===== src/rtl/rtc_pkg.sv =====
`default_nettype none
// ============================================================================
// rtc_pkg : register map, bit positions and defaults for the RTC controller
// Rev 1.0
// ============================================================================
package rtc_pkg;

    localparam int unsigned RTC_TICK_DIV_DEFAULT = 25;

    localparam logic [1:0] RTC_A_SECONDS = 2'd0;
    localparam logic [1:0] RTC_A_ALARM   = 2'd1;
    localparam logic [1:0] RTC_A_CTRL    = 2'd2;
    localparam logic [1:0] RTC_A_STATUS  = 2'd3;

    localparam int unsigned RTC_CTRL_RUN      = 0;
    localparam int unsigned RTC_CTRL_ALARM_IE = 1;
    localparam int unsigned RTC_CTRL_SEC_IE   = 2;

    localparam int unsigned RTC_STAT_ALARM = 0;
    localparam int unsigned RTC_STAT_SEC   = 1;

endpackage
`default_nettype wire


===== src/rtl/rtc_prescaler.sv =====
`default_nettype none
// ============================================================================
// rtc_prescaler : divides clk by TICK_DIV into a registered one-cycle tick
// Rev 1.0
// ============================================================================
module rtc_prescaler
    import rtc_pkg::*;
#(
    parameter int unsigned TICK_DIV = RTC_TICK_DIV_DEFAULT
) (
    input  logic clk,
    input  logic rst_n,
    input  logic run,
    input  logic restart,
    output logic tick
);

    localparam int unsigned           c_cnt_w = (TICK_DIV > 1) ? $clog2(TICK_DIV) : 1;
    localparam logic [c_cnt_w-1:0]    c_last  = c_cnt_w'(TICK_DIV - 1);

    logic [c_cnt_w-1:0] r_pcnt;
    logic               r_tick;

    // restart takes priority so a load never coincides with a tick
    always_ff @(posedge clk) begin
        if (!rst_n || restart) begin
            r_pcnt <= '0;
            r_tick <= 1'b0;
        end else if (run) begin
            if (r_pcnt == c_last) begin
                r_pcnt <= '0;
                r_tick <= 1'b1;
            end else begin
                r_pcnt <= r_pcnt + c_cnt_w'(1);
                r_tick <= 1'b0;
            end
        end else begin
            r_tick <= 1'b0;
        end
    end

    assign tick = r_tick;

endmodule
`default_nettype wire


===== src/rtl/rtc_ctrl.sv =====
`default_nettype none
// ============================================================================
// rtc_ctrl : register front-end, load sequencing and interrupts for rtc_counter
// Rev 1.0
// ============================================================================
module rtc_ctrl
    import rtc_pkg::*;
#(
    parameter int unsigned TICK_DIV = RTC_TICK_DIV_DEFAULT
) (
    input  logic        clk,
    input  logic        rst_n,
    input  logic [1:0]  reg_addr,
    input  logic        reg_wr,
    input  logic        reg_rd,
    input  logic [31:0] reg_wdata,
    output logic [31:0] reg_rdata,
    output logic        rd_valid,
    output logic        tick_1us,
    output logic        rtc_wr_en,
    output logic [31:0] rtc_data,
    input  logic [31:0] rtc_seconds,
    output logic        irq
);

    logic        w_wr_sec;
    logic        w_wr_alarm;
    logic        w_wr_ctrl;
    logic        w_wr_stat;
    logic        w_inc;
    logic        w_alarm_hit;
    logic [1:0]  w_clr;
    logic [31:0] w_rd_mux;

    logic [31:0] r_alarm;
    logic [31:0] r_sec_q;
    logic [31:0] r_data;
    logic [31:0] r_rdata;
    logic        r_run;
    logic        r_alarm_ie;
    logic        r_sec_ie;
    logic        r_alarm_pend;
    logic        r_sec_pend;
    logic        r_wr_en;
    logic        r_wr_en_q;
    logic        r_rd_valid;
    logic        r_irq;

    assign w_wr_sec   = reg_wr && (reg_addr == RTC_A_SECONDS);
    assign w_wr_alarm = reg_wr && (reg_addr == RTC_A_ALARM);
    assign w_wr_ctrl  = reg_wr && (reg_addr == RTC_A_CTRL);
    assign w_wr_stat  = reg_wr && (reg_addr == RTC_A_STATUS);

    assign w_clr[RTC_STAT_ALARM] = w_wr_stat && reg_wdata[RTC_STAT_ALARM];
    assign w_clr[RTC_STAT_SEC]   = w_wr_stat && reg_wdata[RTC_STAT_SEC];

    // a change right after our own load strobe is the load landing, not a count
    assign w_inc       = (rtc_seconds != r_sec_q) && !r_wr_en_q;
    assign w_alarm_hit = w_inc && (rtc_seconds == r_alarm);

    always_comb begin
        w_rd_mux = '0;
        case (reg_addr)
            RTC_A_SECONDS: w_rd_mux = rtc_seconds;
            RTC_A_ALARM:   w_rd_mux = r_alarm;
            RTC_A_CTRL: begin
                w_rd_mux[RTC_CTRL_RUN]      = r_run;
                w_rd_mux[RTC_CTRL_ALARM_IE] = r_alarm_ie;
                w_rd_mux[RTC_CTRL_SEC_IE]   = r_sec_ie;
            end
            default: begin
                w_rd_mux[RTC_STAT_ALARM] = r_alarm_pend;
                w_rd_mux[RTC_STAT_SEC]   = r_sec_pend;
            end
        endcase
    end

    always_ff @(posedge clk) begin
        if (!rst_n) begin
            r_rd_valid   <= 1'b0;
            r_rdata      <= '0;
            r_wr_en      <= 1'b0;
            r_wr_en_q    <= 1'b0;
            r_data       <= '0;
            r_alarm      <= '0;
            r_run        <= 1'b1;
            r_alarm_ie   <= 1'b0;
            r_sec_ie     <= 1'b0;
            r_sec_q      <= '0;
            r_alarm_pend <= 1'b0;
            r_sec_pend   <= 1'b0;
            r_irq        <= 1'b0;
        end else begin
            // read mux samples pre-write state, so rd+wr returns the old value
            r_rd_valid <= reg_rd;
            r_rdata    <= reg_rd ? w_rd_mux : '0;
            r_wr_en    <= w_wr_sec;
            r_wr_en_q  <= r_wr_en;
            if (w_wr_sec) begin
                r_data <= reg_wdata;
            end
            if (w_wr_alarm) begin
                r_alarm <= reg_wdata;
            end
            if (w_wr_ctrl) begin
                r_run      <= reg_wdata[RTC_CTRL_RUN];
                r_alarm_ie <= reg_wdata[RTC_CTRL_ALARM_IE];
                r_sec_ie   <= reg_wdata[RTC_CTRL_SEC_IE];
            end
            r_sec_q      <= rtc_seconds;
            r_alarm_pend <= w_alarm_hit || (r_alarm_pend && !w_clr[RTC_STAT_ALARM]);
            r_sec_pend   <= w_inc || (r_sec_pend && !w_clr[RTC_STAT_SEC]);
            r_irq        <= (r_alarm_pend && r_alarm_ie) || (r_sec_pend && r_sec_ie);
        end
    end

    rtc_prescaler #(
        .TICK_DIV (TICK_DIV)
    ) u_prescaler (
        .clk     (clk),
        .rst_n   (rst_n),
        .run     (r_run),
        .restart (w_wr_sec),
        .tick    (tick_1us)
    );

    assign reg_rdata = r_rdata;
    assign rd_valid  = r_rd_valid;
    assign rtc_wr_en = r_wr_en;
    assign rtc_data  = r_data;
    assign irq       = r_irq;

endmodule
`default_nettype wire


===== config.mk =====
export PLATFORM = sky130hd
export DESIGN_NAME = rtc_ctrl
export DESIGN_NICKNAME = d
export VERILOG_FILES = /design/src/rtl/rtc_pkg.sv /design/src/rtl/rtc_prescaler.sv /design/src/rtl/rtc_ctrl.sv
export SDC_FILE = /design/constraint.sdc
export NUM_CORES = 1
export LEC_CHECK = 0
export CORE_MARGIN = 3
export CORE_UTILIZATION = 38
export CTS_CLUSTER_SIZE = 14
export DETAILED_ROUTE_END_ITERATION = 12
export PLACE_DENSITY_LB_ADDON = 0.12
export SYNTH_ARGS = -nofsm -noshare
export SYNTH_HDL_FRONTEND = slang
export SYNTH_SLANG_ARGS = --single-unit

===== constraint.sdc =====
create_clock -name clk -period 3.3 [get_ports clk]
set_input_delay 0.495 -clock clk [delete_from_list [all_inputs] [get_ports clk]]
set_output_delay 0.495 -clock clk [all_outputs]
set_load 0.1 [all_outputs]

==> results.py <==
metrics = {
    "worst_setup_path": {
        "required_ps": 2800,
        "startpoint_type": "register",
        "crit_path_cell_trace": "clkdlybuf4s50_1",
        "slowest_stage": "clkdlybuf4s50_1",
        "crit_fanout": 2,
        "worst_ep_arrival_time_ps": 1910,
        "criticalPathCategory": "reg2out",
        "crit_buf_inv": 1,
        "crit_family": "buffers and inverters",
        "end_kind": "output pin",
        "slowest_delay_ps": 1150,
    },
    "logic_synthesis": {
        "syn_area_per_cell_um2": 10.3,
        "syn-cell-area_um2": 5500,
        "synthesis.nets": 605,
        "synth_enable_flop_cells": 0,
        "ys.flop_type": "dfxtp_1",
        "ys_warn_count": 0,
        "seq_area_frac_synth": 0.521,
        "synth-seq-cells": 143,
        "synth.distinct_cells": 33,
        "syn_inst": 533,
        "async_flop_share": 0,
    },
    "sta": {
        "grt_setup_unrepaired": "no",
        "period_minus_slack_ps": 2410,
        "hold_ws_ps": 340,
        "worstMarginPinSlew_ps": 995,
        "max_slew_margin": 0.335,
        "setup_slack_ps": 891,
        "hold_viol": 0,
        "fmax_mhz": 415,
        "fin_crit_sh": 0.730,
        "final.setup.tns_ps": 0,
        "setup_viol": 0,
        "drv_slew": 0,
        "finClkSkew_ps": 4.24,
    },
    "placement": {
        "portBuffers": 137,
        "dp_cells": 825,
        "place_ws_ps": 740,
        "dp_hpwl_um": 10300,
        "routabilityCongestion": 0.806,
        "placed_area_um2": 6950,
    },
    "clock_tree": {
        "clkSinkCount": 143,
        "clkTransAtPathRegs_ps": 60,
        "cts_root_buf": "clkbuf_16",
        "cts_max_path_buffers": 2,
        "htreeDepth": 4,
        "post_cts_buffers": 0,
        "cts_resized": 0,
        "cts_hold_buffers": 0,
        "cts_tree": "done",
        "insertion_delay_ps": 410,
        "cts_made_buffers": 17,
    },
    "floorplanning": {
        "core_um2": 14000,
        "dieHeight_um": 126,
        "row_count": 43,
        "ios": 138,
        "fp.dieW_um": 126,
        "dieArea_um2": 15900,
        "start_util": 0.393,
    },
    "route": {
        "avgViaCountPerCell": 4.87,
        "wl_um": 14300,
        "first_pass_iters": 4,
        "num_vias": 4177,
        "drtAntennaViolNets": 0,
        "drt-wirelength-per-cell_um": 16.7,
        "drtIter0Drc": 255,
        "drc": 0,
    },
    "final_layout": {
        "num-fill-cells": 1292,
        "final_cells": 857,
        "area_growth_pct": 36.8,
        "n_antenna_cell": 0,
        "drive_gt1_frac": 0.0665,
        "design_area_um2": 7520,
        "final_util": 0.537,
        "layout_common_cells": "dfxtp_1, clkdlybuf4s50_1, nand2_1, xnor2_1, nor2_1",
        "final_common_cell": "dfxtp_1",
        "fin_nets": 736,
    },
    "power_and_ir_drop": {
        "leakagePower_nw": 2.91,
        "power_density_nw_per_um2": 557,
        "ir_worst_vdd_uv": 310,
        "total_power_mw": 4.19,
    },
    "min_path": {
        "hold_class": "in2reg",
    },
    "global_route": {
        "grt_overflow_total": 0,
        "track_usage": 0.185,
        "antenna_found_initial": 0,
        "grt_pass1_vias": 4360,
        "grt_pass1_wl_um": 23200,
        "grt_max_degree": 69,
    },
    "run": {
        "max_cap_violations": 0,
    },
    "run_status": {
        "status": "finished clean",
    },
}
[path summary, 6_finish.rpt]
| check | slack, ps | cells past startpoint | start | endpoint |
|---|---|---|---|---|
| worst max-delay path | 890 | 1 | rtc_wr_en$_SDFF_PN0_ | rtc_wr_en |
| worst min register to register | 480 | 1 | rtc_data[22]$_SDFFE_PN0P_ | rtc_data[22]$_SDFFE_PN0P_ |
| worst max register to register | 1590 | 5 | r_alarm[3]$_SDFFE_PN0P_ | r_alarm_pend$_SDFF_PN0_ |
| worst min-delay path | 340 | 2 | rst_n | r_run$_SDFFE_PN1P_ |
[layout make-up]
cell class	count	area, µm²	area share
Clock inverter	6	55.1	0.00732
Multi-Input combinational cell	354	2430	0.324
Clock buffer	26	509	0.0677
Sequential cell	143	2860	0.381
Inverter	5	18.8	0.00250
Timing Repair Buffer	143	1410	0.188
Tap cell	180	225	0.0300
[routing by layer]
layer  global-route usage  vias to the layer above  part of all wire
li1                     -                     2061                 -
met1                0.237                     1994              0.45
met2                0.309                      106              0.49
met3               0.0450                       16             0.050
met4               0.0580                        0             0.012
met5                    0                        -                 0
[state kept, by name (all words and copies together) (netlist names)]
register	flops
r_alarm	32
u_prescaler.r_pcnt	5
r_alarm_ie	1
r_wr_en_q	1
rtc_data	32
irq	1
r_sec_ie	1
r_sec_q	32
rtc_wr_en	1
reg_rdata	32
r_run	1
r_sec_pend	1
rd_valid	1
u_prescaler.tick	1
r_alarm_pend	1
[cell usage after synthesis (2+ instances only)]
master / number / area, µm²
a21boi_1: 31 / 233
nor4_1: 7 / 43.8
and2_1: 34 / 213
buf_2: 10 / 50.1
nor2_1: 38 / 143
dfxtp_1: 143 / 2860
ha_1: 2 / 25.0
nand4_1: 16 / 100
xnor2_1: 42 / 368
buf_6: 5 / 56.3
inv_2: 2 / 7.51
clkbuf_1: 11 / 41.3
nor2b_1: 6 / 37.5
nand2_1: 70 / 263
a22o_1: 32 / 280
xor2_1: 26 / 228
buf_4: 4 / 30.0
mux4_2: 2 / 45.0
mux2i_1: 34 / 340
inv_1: 3 / 11.3
nand3_1: 2 / 10.0
a21boi_0: 2 / 15.0
[power breakdown]
group | total (mW) | internal (mW) | switching [mW]
Sequential | 1.83 | 1.79 | 0.0374
Combinational | 0.561 | 0.219 | 0.342
Clock | 1.80 | 1.13 | 0.669
Total | 4.19 | 3.14 | 1.05
[cell families after synthesis]
group	Yosys count	synth area share
AND/OR/NAND/NOR	178	0.157
flip-flops	143	0.521
AO/OA/AOI/OAI	70	0.103
XOR/XNOR	68	0.108
buffers and inverters	36	0.0364
multiplexers	36	0.0701
adder cells (fa/ha/maj)	2	0.00455
(Power assumes the default switching activity.)
